[config.mk]
export PLATFORM = sky130hd
export DESIGN_NAME = prime_alive_generator
export DESIGN_NICKNAME = d
export VERILOG_FILES = /design/src/rtl/prime_alive_generator.sv
export SDC_FILE = /design/constraint.sdc
export NUM_CORES = 1
export LEC_CHECK = 0
export BUFFER_PORTS_ARGS = -buffer_cell sky130_fd_sc_hd__buf_2
export CORE_MARGIN = 5
export CORE_UTILIZATION = 55
export CTS_CLUSTER_DIAMETER = 50
export DETAILED_ROUTE_END_ITERATION = 16
export HOLD_SLACK_MARGIN = 0.15
export MAX_ROUTING_LAYER = met4
export PLACE_DENSITY = 0.76
export SLEW_MARGIN = 20
export SYNTH_ARGS = -nofsm -noshare
export SYNTH_HDL_FRONTEND = slang
export SYNTH_SLANG_ARGS = --single-unit
[constraint.sdc]
create_clock -name CLK -period 2.8 [get_ports CLK]
set_clock_uncertainty 0.15 [all_clocks]
set_input_delay 0 -clock CLK [delete_from_list [all_inputs] [get_ports CLK]]
set_output_delay 0 -clock CLK [all_outputs]
set_load 0.01 [all_outputs]
[src/rtl/prime_alive_generator.sv]
// Two-channel PRIME/ALIVE stimulus generator driven by a host command port.
// Define PRIME_ALIVE_GEN_FAULT_INJECT_EN to build the fault-injection opcodes (0x4-0x6).
module prime_alive_generator #(
    parameter int unsigned HALF_PERIOD = 50,
    parameter int unsigned ARM_EDGES   = 8
) (
    input  logic        CLK,
    input  logic        RESET,
    input  logic        CMD_VALID,
    input  logic [31:0] CMD_DATA,
    output logic        CMD_READY,
    output logic [1:0]  PRIME,
    output logic [1:0]  ALIVE,
    output logic [3:0]  GEN_STATE,
    output logic        CMD_ERROR
);

    typedef enum logic [1:0] {
        StIdle   = 2'b00,
        StArming = 2'b01,
        StActive = 2'b10,
        StFault  = 2'b11
    } gen_state_e;

    localparam logic [3:0]  OpStart      = 4'h1;
    localparam logic [3:0]  OpStop       = 4'h2;
    localparam logic [3:0]  OpSetHalf    = 4'h3;
    localparam logic [3:0]  OpFaultStuck = 4'h4;
    localparam logic [3:0]  OpFaultDrop  = 4'h5;
    localparam logic [3:0]  OpClearFault = 4'h6;
    localparam logic [15:0] HalfInit     = 16'(HALF_PERIOD);
    localparam logic [7:0]  ArmLast      = 8'(ARM_EDGES - 1);

    logic        ready_q, pend_q, error_q, error_d;
    logic [3:0]  op_q;
    logic        ch_q;
    logic [15:0] arg_q;
    logic        accept;

    gen_state_e  state_q  [2];
    gen_state_e  state_d  [2];
    logic [15:0] cnt_q    [2];
    logic [15:0] cnt_d    [2];
    logic [15:0] half_q   [2];
    logic [15:0] half_d   [2];
    logic [15:0] shadow_q [2];
    logic [15:0] shadow_d [2];
    logic [7:0]  arm_q    [2];
    logic [7:0]  arm_d    [2];
    logic [1:0]  alive_q, alive_d, prime_q, prime_d;
    logic [1:0]  hit, run, tgl;
`ifdef PRIME_ALIVE_GEN_FAULT_INJECT_EN
    logic [1:0]  stuck_q, stuck_d;
`endif

    logic unused_cmd_bits;
    assign unused_cmd_bits = ^{CMD_DATA[27:25], CMD_DATA[23:16]};

    assign accept = CMD_VALID & ready_q;

    // Accepted command is held one cycle and executed on the following edge.
    always_ff @(posedge CLK) begin
        if (RESET) begin
            ready_q <= 1'b0;
            pend_q  <= 1'b0;
            error_q <= 1'b0;
            op_q    <= 4'h0;
            ch_q    <= 1'b0;
            arg_q   <= 16'h0;
            alive_q <= 2'b00;
            prime_q <= 2'b00;
`ifdef PRIME_ALIVE_GEN_FAULT_INJECT_EN
            stuck_q <= 2'b00;
`endif
            for (int i = 0; i < 2; i++) begin
                state_q[i]  <= StIdle;
                cnt_q[i]    <= 16'h0;
                arm_q[i]    <= 8'h0;
                half_q[i]   <= HalfInit;
                shadow_q[i] <= HalfInit;
            end
        end else begin
            ready_q <= ~accept;
            pend_q  <= accept;
            if (accept) begin
                op_q  <= CMD_DATA[31:28];
                ch_q  <= CMD_DATA[24];
                arg_q <= CMD_DATA[15:0];
            end
            error_q <= error_d;
            alive_q <= alive_d;
            prime_q <= prime_d;
`ifdef PRIME_ALIVE_GEN_FAULT_INJECT_EN
            stuck_q <= stuck_d;
`endif
            for (int i = 0; i < 2; i++) begin
                state_q[i]  <= state_d[i];
                cnt_q[i]    <= cnt_d[i];
                arm_q[i]    <= arm_d[i];
                half_q[i]   <= half_d[i];
                shadow_q[i] <= shadow_d[i];
            end
        end
    end

    always_comb begin
        error_d = error_q;
        alive_d = alive_q;
        prime_d = prime_q;
        hit     = 2'b00;
        run     = 2'b00;
        tgl     = 2'b00;
`ifdef PRIME_ALIVE_GEN_FAULT_INJECT_EN
        stuck_d = stuck_q;
`endif
        if (pend_q && (op_q > OpClearFault)) begin
            error_d = 1'b1;
        end
        for (int i = 0; i < 2; i++) begin
            state_d[i]  = state_q[i];
            cnt_d[i]    = cnt_q[i];
            arm_d[i]    = arm_q[i];
            half_d[i]   = half_q[i];
            shadow_d[i] = shadow_q[i];
            hit[i] = pend_q && (ch_q == 1'(i));
            run[i] = (state_q[i] == StArming) || (state_q[i] == StActive);
`ifdef PRIME_ALIVE_GEN_FAULT_INJECT_EN
            if ((state_q[i] == StFault) && !stuck_q[i]) begin
                run[i] = 1'b1;
            end
`endif
            tgl[i] = run[i] && (cnt_q[i] == half_q[i] - 16'd1);

            // Half-period retune only takes effect on a toggle edge.
            if (run[i]) begin
                if (tgl[i]) begin
                    cnt_d[i]   = 16'h0;
                    alive_d[i] = ~alive_q[i];
                    half_d[i]  = shadow_q[i];
                    if (arm_q[i] != 8'hFF) begin
                        arm_d[i] = arm_q[i] + 8'd1;
                    end
                    if ((state_q[i] == StArming) && (arm_q[i] == ArmLast)) begin
                        state_d[i] = StActive;
                        prime_d[i] = 1'b1;
                    end
                end else begin
                    cnt_d[i] = cnt_q[i] + 16'd1;
                end
            end

            // An executing command overrides the free-running update above.
            if (hit[i]) begin
                case (op_q)
                    OpStart: begin
                        if (state_q[i] == StIdle) begin
                            state_d[i] = StArming;
                            cnt_d[i]   = 16'h0;
                            arm_d[i]   = 8'h0;
                            half_d[i]  = shadow_q[i];
                            alive_d[i] = 1'b0;
                            prime_d[i] = 1'b0;
                        end
                    end
                    OpStop: begin
                        state_d[i] = StIdle;
                        cnt_d[i]   = 16'h0;
                        arm_d[i]   = 8'h0;
                        alive_d[i] = 1'b0;
                        prime_d[i] = 1'b0;
`ifdef PRIME_ALIVE_GEN_FAULT_INJECT_EN
                        stuck_d[i] = 1'b0;
`endif
                    end
                    OpSetHalf: begin
                        shadow_d[i] = (arg_q == 16'h0) ? 16'd1 : arg_q;
                    end
`ifdef PRIME_ALIVE_GEN_FAULT_INJECT_EN
                    OpFaultStuck: begin
                        if (state_q[i] == StActive) begin
                            state_d[i] = StFault;
                            stuck_d[i] = 1'b1;
                            cnt_d[i]   = 16'h0;
                            alive_d[i] = arg_q[0];
                        end
                    end
                    OpFaultDrop: begin
                        if (state_q[i] == StActive) begin
                            state_d[i] = StFault;
                            stuck_d[i] = 1'b0;
                            prime_d[i] = 1'b0;
                        end
                    end
                    OpClearFault: begin
                        if (state_q[i] == StFault) begin
                            state_d[i] = StArming;
                            stuck_d[i] = 1'b0;
                            cnt_d[i]   = 16'h0;
                            arm_d[i]   = 8'h0;
                            half_d[i]  = shadow_q[i];
                            alive_d[i] = 1'b0;
                            prime_d[i] = 1'b0;
                        end
                    end
`endif
                    default: ;
                endcase
            end
        end
    end

    assign CMD_READY = ready_q;
    assign CMD_ERROR = error_q;
    assign PRIME     = prime_q;
    assign ALIVE     = alive_q;
    assign GEN_STATE = {state_q[1], state_q[0]};

endmodule

Yosys cells after proc, flatten, opt, wreduce, memory -nomap -nowiden
Memories as Yosys holds them, arrays and structs flattened. Cells that the tools add are included.

Reductions and logical operators: 12. Bitwise gates (word level): 15. Order comparisons: 1. $add $sub $neg: 6. Muxes and demuxes: 84. Equality and inequality tests: 13.

Operators by type and width (number): 2-to-1 mux 16 bit (29); 2-to-1 mux 8 bit (12); case mux 16 bit (2 select lines) (2); adder 16 x 1 -> 16 bit, second input constant (2); equality test 16 bit (2); case mux 8 bit (2 select lines) (2); subtractor 16 x 1 -> 16 bit, second input constant (2); 2-to-1 mux 2 bit (12); 2-to-1 mux 1 bit (21); adder 8 x 1 -> 8 bit, second input constant (2); equality test 8 x 3 -> 1 bit, second input constant (2); zero test 16 bit (1); != test 8 bit, second input constant (2); bitwise OR 1 bit (10); equality test 4 x 2 -> 1 bit, second input constant (2); case mux 1 bit (2 select lines) (4); case mux 2 bit (2 select lines) (2); logical AND 1 bit (7); equality test 2 x 1 -> 1 bit, second input constant (2); equality test 2 bit, second input constant (2); equality test 4 x 1 -> 1 bit, second input constant (1); > comparator 4 x 3 -> 1 bit, second input constant (1); zero test 2 bit (2); inverter 1 bit (4); 2 further kinds (3).

Input bits: 35. Output and inout port bits: 10. Flip-flop bits (word level): 28. Memories kept: 5. Bits in writable memories: 116. Word-level logic and storage cells: 144.

Memories: cnt_q (depth 2, width 16, read ports 2, clocked after Yosys merged registers in 0, write ports 2, RTL line 42) `logic [15:0] cnt_q [2];`; half_q (depth 2, width 16, read ports 2, clocked after Yosys merged registers in 0, write ports 2, RTL line 44) `logic [15:0] half_q [2];`; shadow_q (depth 2, width 16, read ports 2, clocked after Yosys merged registers in 0, write ports 2, RTL line 46) `logic [15:0] shadow_q [2];`; arm_q (depth 2, width 8, read ports 2, clocked after Yosys merged registers in 0, write ports 2, RTL line 48) `logic [7:0] arm_q [2];`; state_q (depth 2, width 2, read ports 2, clocked after Yosys merged registers in 0, write ports 2, RTL line 40) `gen_state_e state_q [2];`.

Depth between registers and ports, before layout
Depth after elaboration: 9. Depth in mapped cells: 13. Gate-level depth less buffers: 10.

Worst setup path before layout
Ideal clock, no wire load.

Path type: register to register. Start: memory half_q[0][0]. End: memory half_q[0][10]. Period minus slack after synthesis: 3054 ps. Arrival time: 2776 ps. Library setup time: 128 ps. Data required time: 2522 ps. Stages on the path, launching flop included: 13. Path buffers: 2. Setup slack: -254 ps. Cell sequence: dfxtp_1 -> inv_1 -> ha_1 -> or4b_1 -> clkbuf_1 -> o2111ai_1 -> o31ai_1 -> nor4_2 -> a2111oi_4 -> a31oi_4 -> buf_6 -> mux2i_1 -> nor2_1.

RTL lines (RTL line): start: declaration (44).

==> results.json <==
{
  "drt_pre_antenna_iters": 5,
  "cts_buffers": 17,
  "die_h_um": 124,
  "synth_warnings": 0,
  "clk_latency_ns": 0.43,
  "dpl.hpwl_mm": 12.5,
  "critPathKind": "reg -> reg",
  "cts_tree": "built",
  "pwr-share-clk_pct": 51.3,
  "grt_setup_unrepaired": "yes",
  "cts_root_buf": "clkbuf_16",
  "detail_route.wl_per_cell_um": 17.0,
  "crit_path_max_fanout": 5,
  "die_w_um": 124,
  "cp-end-kind": "flop",
  "grt_pass1_wl_mm": 31.9,
  "peakVddDrop_mv": 0.533,
  "crit_chain": "or3_4 -> or3_4 -> a2111oi_4 -> nand2_2 -> a2111oi_4 -> buf_4 -> nand3_4 -> o21a_1 -> nor3_1",
  "utilization_pct": 74.5,
  "cp.arrival_ns": 3.28,
  "worst_slew_pin_slew_ns": 0.675,
  "antenna_found_initial": 0,
  "clock-sinks": 144,
  "synth.distinct_cells": 73,
  "vias": 6607,
  "ys_top_cells_by_area": "dfxtp_1, mux2i_1, nand2_1",
  "grt_max_degree": 73,
  "drt.antenna.violating_nets": 0,
  "slowest_stage": "or3_4",
  "worst_slack_ns": -0.297,
  "combPwrFrac_pct": 3.7,
  "slew_violations": 0,
  "num_rows": 41,
  "first_global_vias": 6598,
  "design_power_total_mw": 4.63,
  "gp_congestion": 0.969,
  "place_ws_ns": -0.258,
  "violations": "setup timing",
  "vias_per_cell": 5.80,
  "drc": 0,
  "nets": 1002,
  "swShare_pct": 21.3,
  "grt_usage_pct": 27.1,
  "seqPwrFrac_pct": 45.0,
  "leakage_nw": 3.79,
  "grt_overflow": 0,
  "critical-path-top-delay-family": "simple AND/OR/NAND/NOR gates",
  "drt_wl_total_mm": 19.4,
  "crit_buf_inv": 1,
  "crit_required_ns": 2.98,
  "ys.flop_type": "dfxtp_1",
  "synth_cells": 820,
  "hp-class": "reg -> reg",
  "hold_viol_final": 0,
  "synthToLayoutAreaGrowth_pct": 32.9,
  "synth-async-reset-ratio_pct": 0,
  "cap_violations": 0,
  "cp_slowest_stage_delay_ns": 0.43,
  "fin_crit_sh_pct": 111,
  "start_util_pct": 56.1,
  "syn_nets": 865,
  "ys_ff_latch": 144,
  "htreeDepth": 4,
  "yosysTopAreaCellShare_pct": 40.6,
  "fp.coreArea_mm2": 0.0127,
  "fmax_mhz": 323,
  "synth_area_per_cell_um2": 8.67,
  "path_clk_slew_ns": 0.06,
  "final-setup-viol-count": 45,
  "synth_enable_flop_cells": 0,
  "power.density_mw_per_mm2": 491,
  "ios": 45,
  "dieArea_mm2": 0.0153,
  "synth.largest_area_cell": "dfxtp_1",
  "netlist_area_mm2": 0.00711,
  "internal_power_mw": 3.65,
  "relSlewSlack_pct": 54.4,
  "cts_buffer_depth": 2,
  "drt_iter0_markers": 549,
  "min_period_ns": 3.10,
  "final_cell_mix": "dfxtp_1, nand2_1, nor2_1",
  "layout_commonest_cell": "dfxtp_1",
  "status": "finished with violations",
  "p_sw_uw": 989,
  "antennaDiodeCount": 0,
  "whs_ns": 0.306,
  "start_kind": "flop",
  "port_buffers": 33,
  "layout-drive-gt1-share_pct": 24.4,
  "ys_seq_area_share_pct": 40.6
}
==> cell type report <==
type	count	area [um^2]
Clock inverter	11	180
Tap cell	172	215
Fill cell	894	3230
Multi-Input combinational cell	618	4350
Inverter	14	52.6
Timing Repair Buffer	162	1320
Clock buffer	19	433
Sequential cell	144	2900
==> worst min-delay path, stage by stage (launching register included) <==
cell	delay, ns
dfxtp_1	0.31
nand2_1	0.05
a21oi_1	0.05
==> power by group through the flow <==
stage	combinational (mW)	sequential, mW	clock (mW)
floorplan	0.0730	2.12	0
global placement	0.112	2.13	0
detailed placement	0.115	2.13	0
CTS	0.162	2.09	2.39
global route	0.181	2.09	2.50
finish	0.169	2.09	2.38
==> registers in the layout, summed over array words and instances, names as in the netlist <==
| register | flops |
|---|---|
| op_q | 4 |
| ch_q | 1 |
| pend_q | 1 |
| shadow_q | 32 |
| CMD_ERROR | 1 |
| PRIME | 2 |
| ALIVE | 2 |
| CMD_READY | 1 |
| half_q | 32 |
| cnt_q | 32 |
| arm_q | 16 |
| state_q | 4 |
| arg_q | 16 |
==> cell families (layout without fill, tap and decap cells) <==
kind of cell	count (synthesis)	after routing	share of synthesized area (%)
AOI/OAI and AO/OA	129	129	13.1
xor gates and xnor gates	67	67	8.26
adders and majority gates	10	10	1.76
buffers and inverters	58	206	3.38
DFF	144	144	40.6
muxes	38	38	5.44
and+or+nand+nor	374	374	27.5
==> worst paths after layout <==
| path | start | end | slack (ns) | cells after the start |
|---|---|---|---|---|
| max | half_q[0][4]$_SDFF_PP1_ | arm_q[0][6]$_SDFF_PP0_ | -0.30 | 9 |
| min | shadow_q[0][29]$_SDFFE_PP0P_ | shadow_q[0][29]$_SDFFE_PP0P_ | 0.31 | 2 |
| max reg2reg | half_q[0][4]$_SDFF_PP1_ | arm_q[0][6]$_SDFF_PP0_ | -0.30 | 9 |
| min reg2reg | shadow_q[0][29]$_SDFFE_PP0P_ | shadow_q[0][29]$_SDFFE_PP0P_ | 0.31 | 2 |
==> per-layer routing <==
metal | wire length, um | up-vias | part of all wire (%) | global-route usage, %
met4 | 470 | 0 | 2.4 | 8.86
met1 | 8240 | 3213 | 42 | 31.7
met2 | 9880 | 194 | 51 | 46.1
li1 | - | 3158 | - | -
met5 | 0 | - | 0 | -
met3 | 818 | 42 | 4.2 | 5.90
==> through the flow <==
step           instances  cell area, um^2  setup TNS, ns
2_1_floorplan        820             7190          -2.75
3_3_place_gp        1057             8000          -6.99
3_5_place_dp        1057             8000         -14.70
4_1_cts             1139             9250          -4.58
5_1_grt             1140             9450         -11.86
6_report            1140             9450          -6.34
==> cell usage after synthesis, types with 4 or more instances <==
cell      number
nand2b_1      34
dfxtp_1      144
nor4_1        16
or3_1         10
nand4_1       10
nand3b_1       8
or4_1          6
mux2i_1       36
xor2_1        34
nand3_1       31
nor2b_1        9
xnor2_1       33
buf_2          4
nand2_1       95
nor2_1        83
ha_1          10
nor3_1        22
and4_1         5
o21a_1         6
inv_1         14
nor4b_1        4
clkbuf_1      37
o21ai_0       18
a31oi_1        4
and3_1        15
a22o_1        21
a21oi_1       45
==> timing repair <==
item,4_1_cts,5_1_grt
buffers inserted,8,2
gates resized for setup,37,43
setup endpoints to repair,87,88
hold buffers,45,0
pin swaps,26,28
endpoints found under the hold margin,54,0
Note: power is estimated with default switching activity, not from simulation.
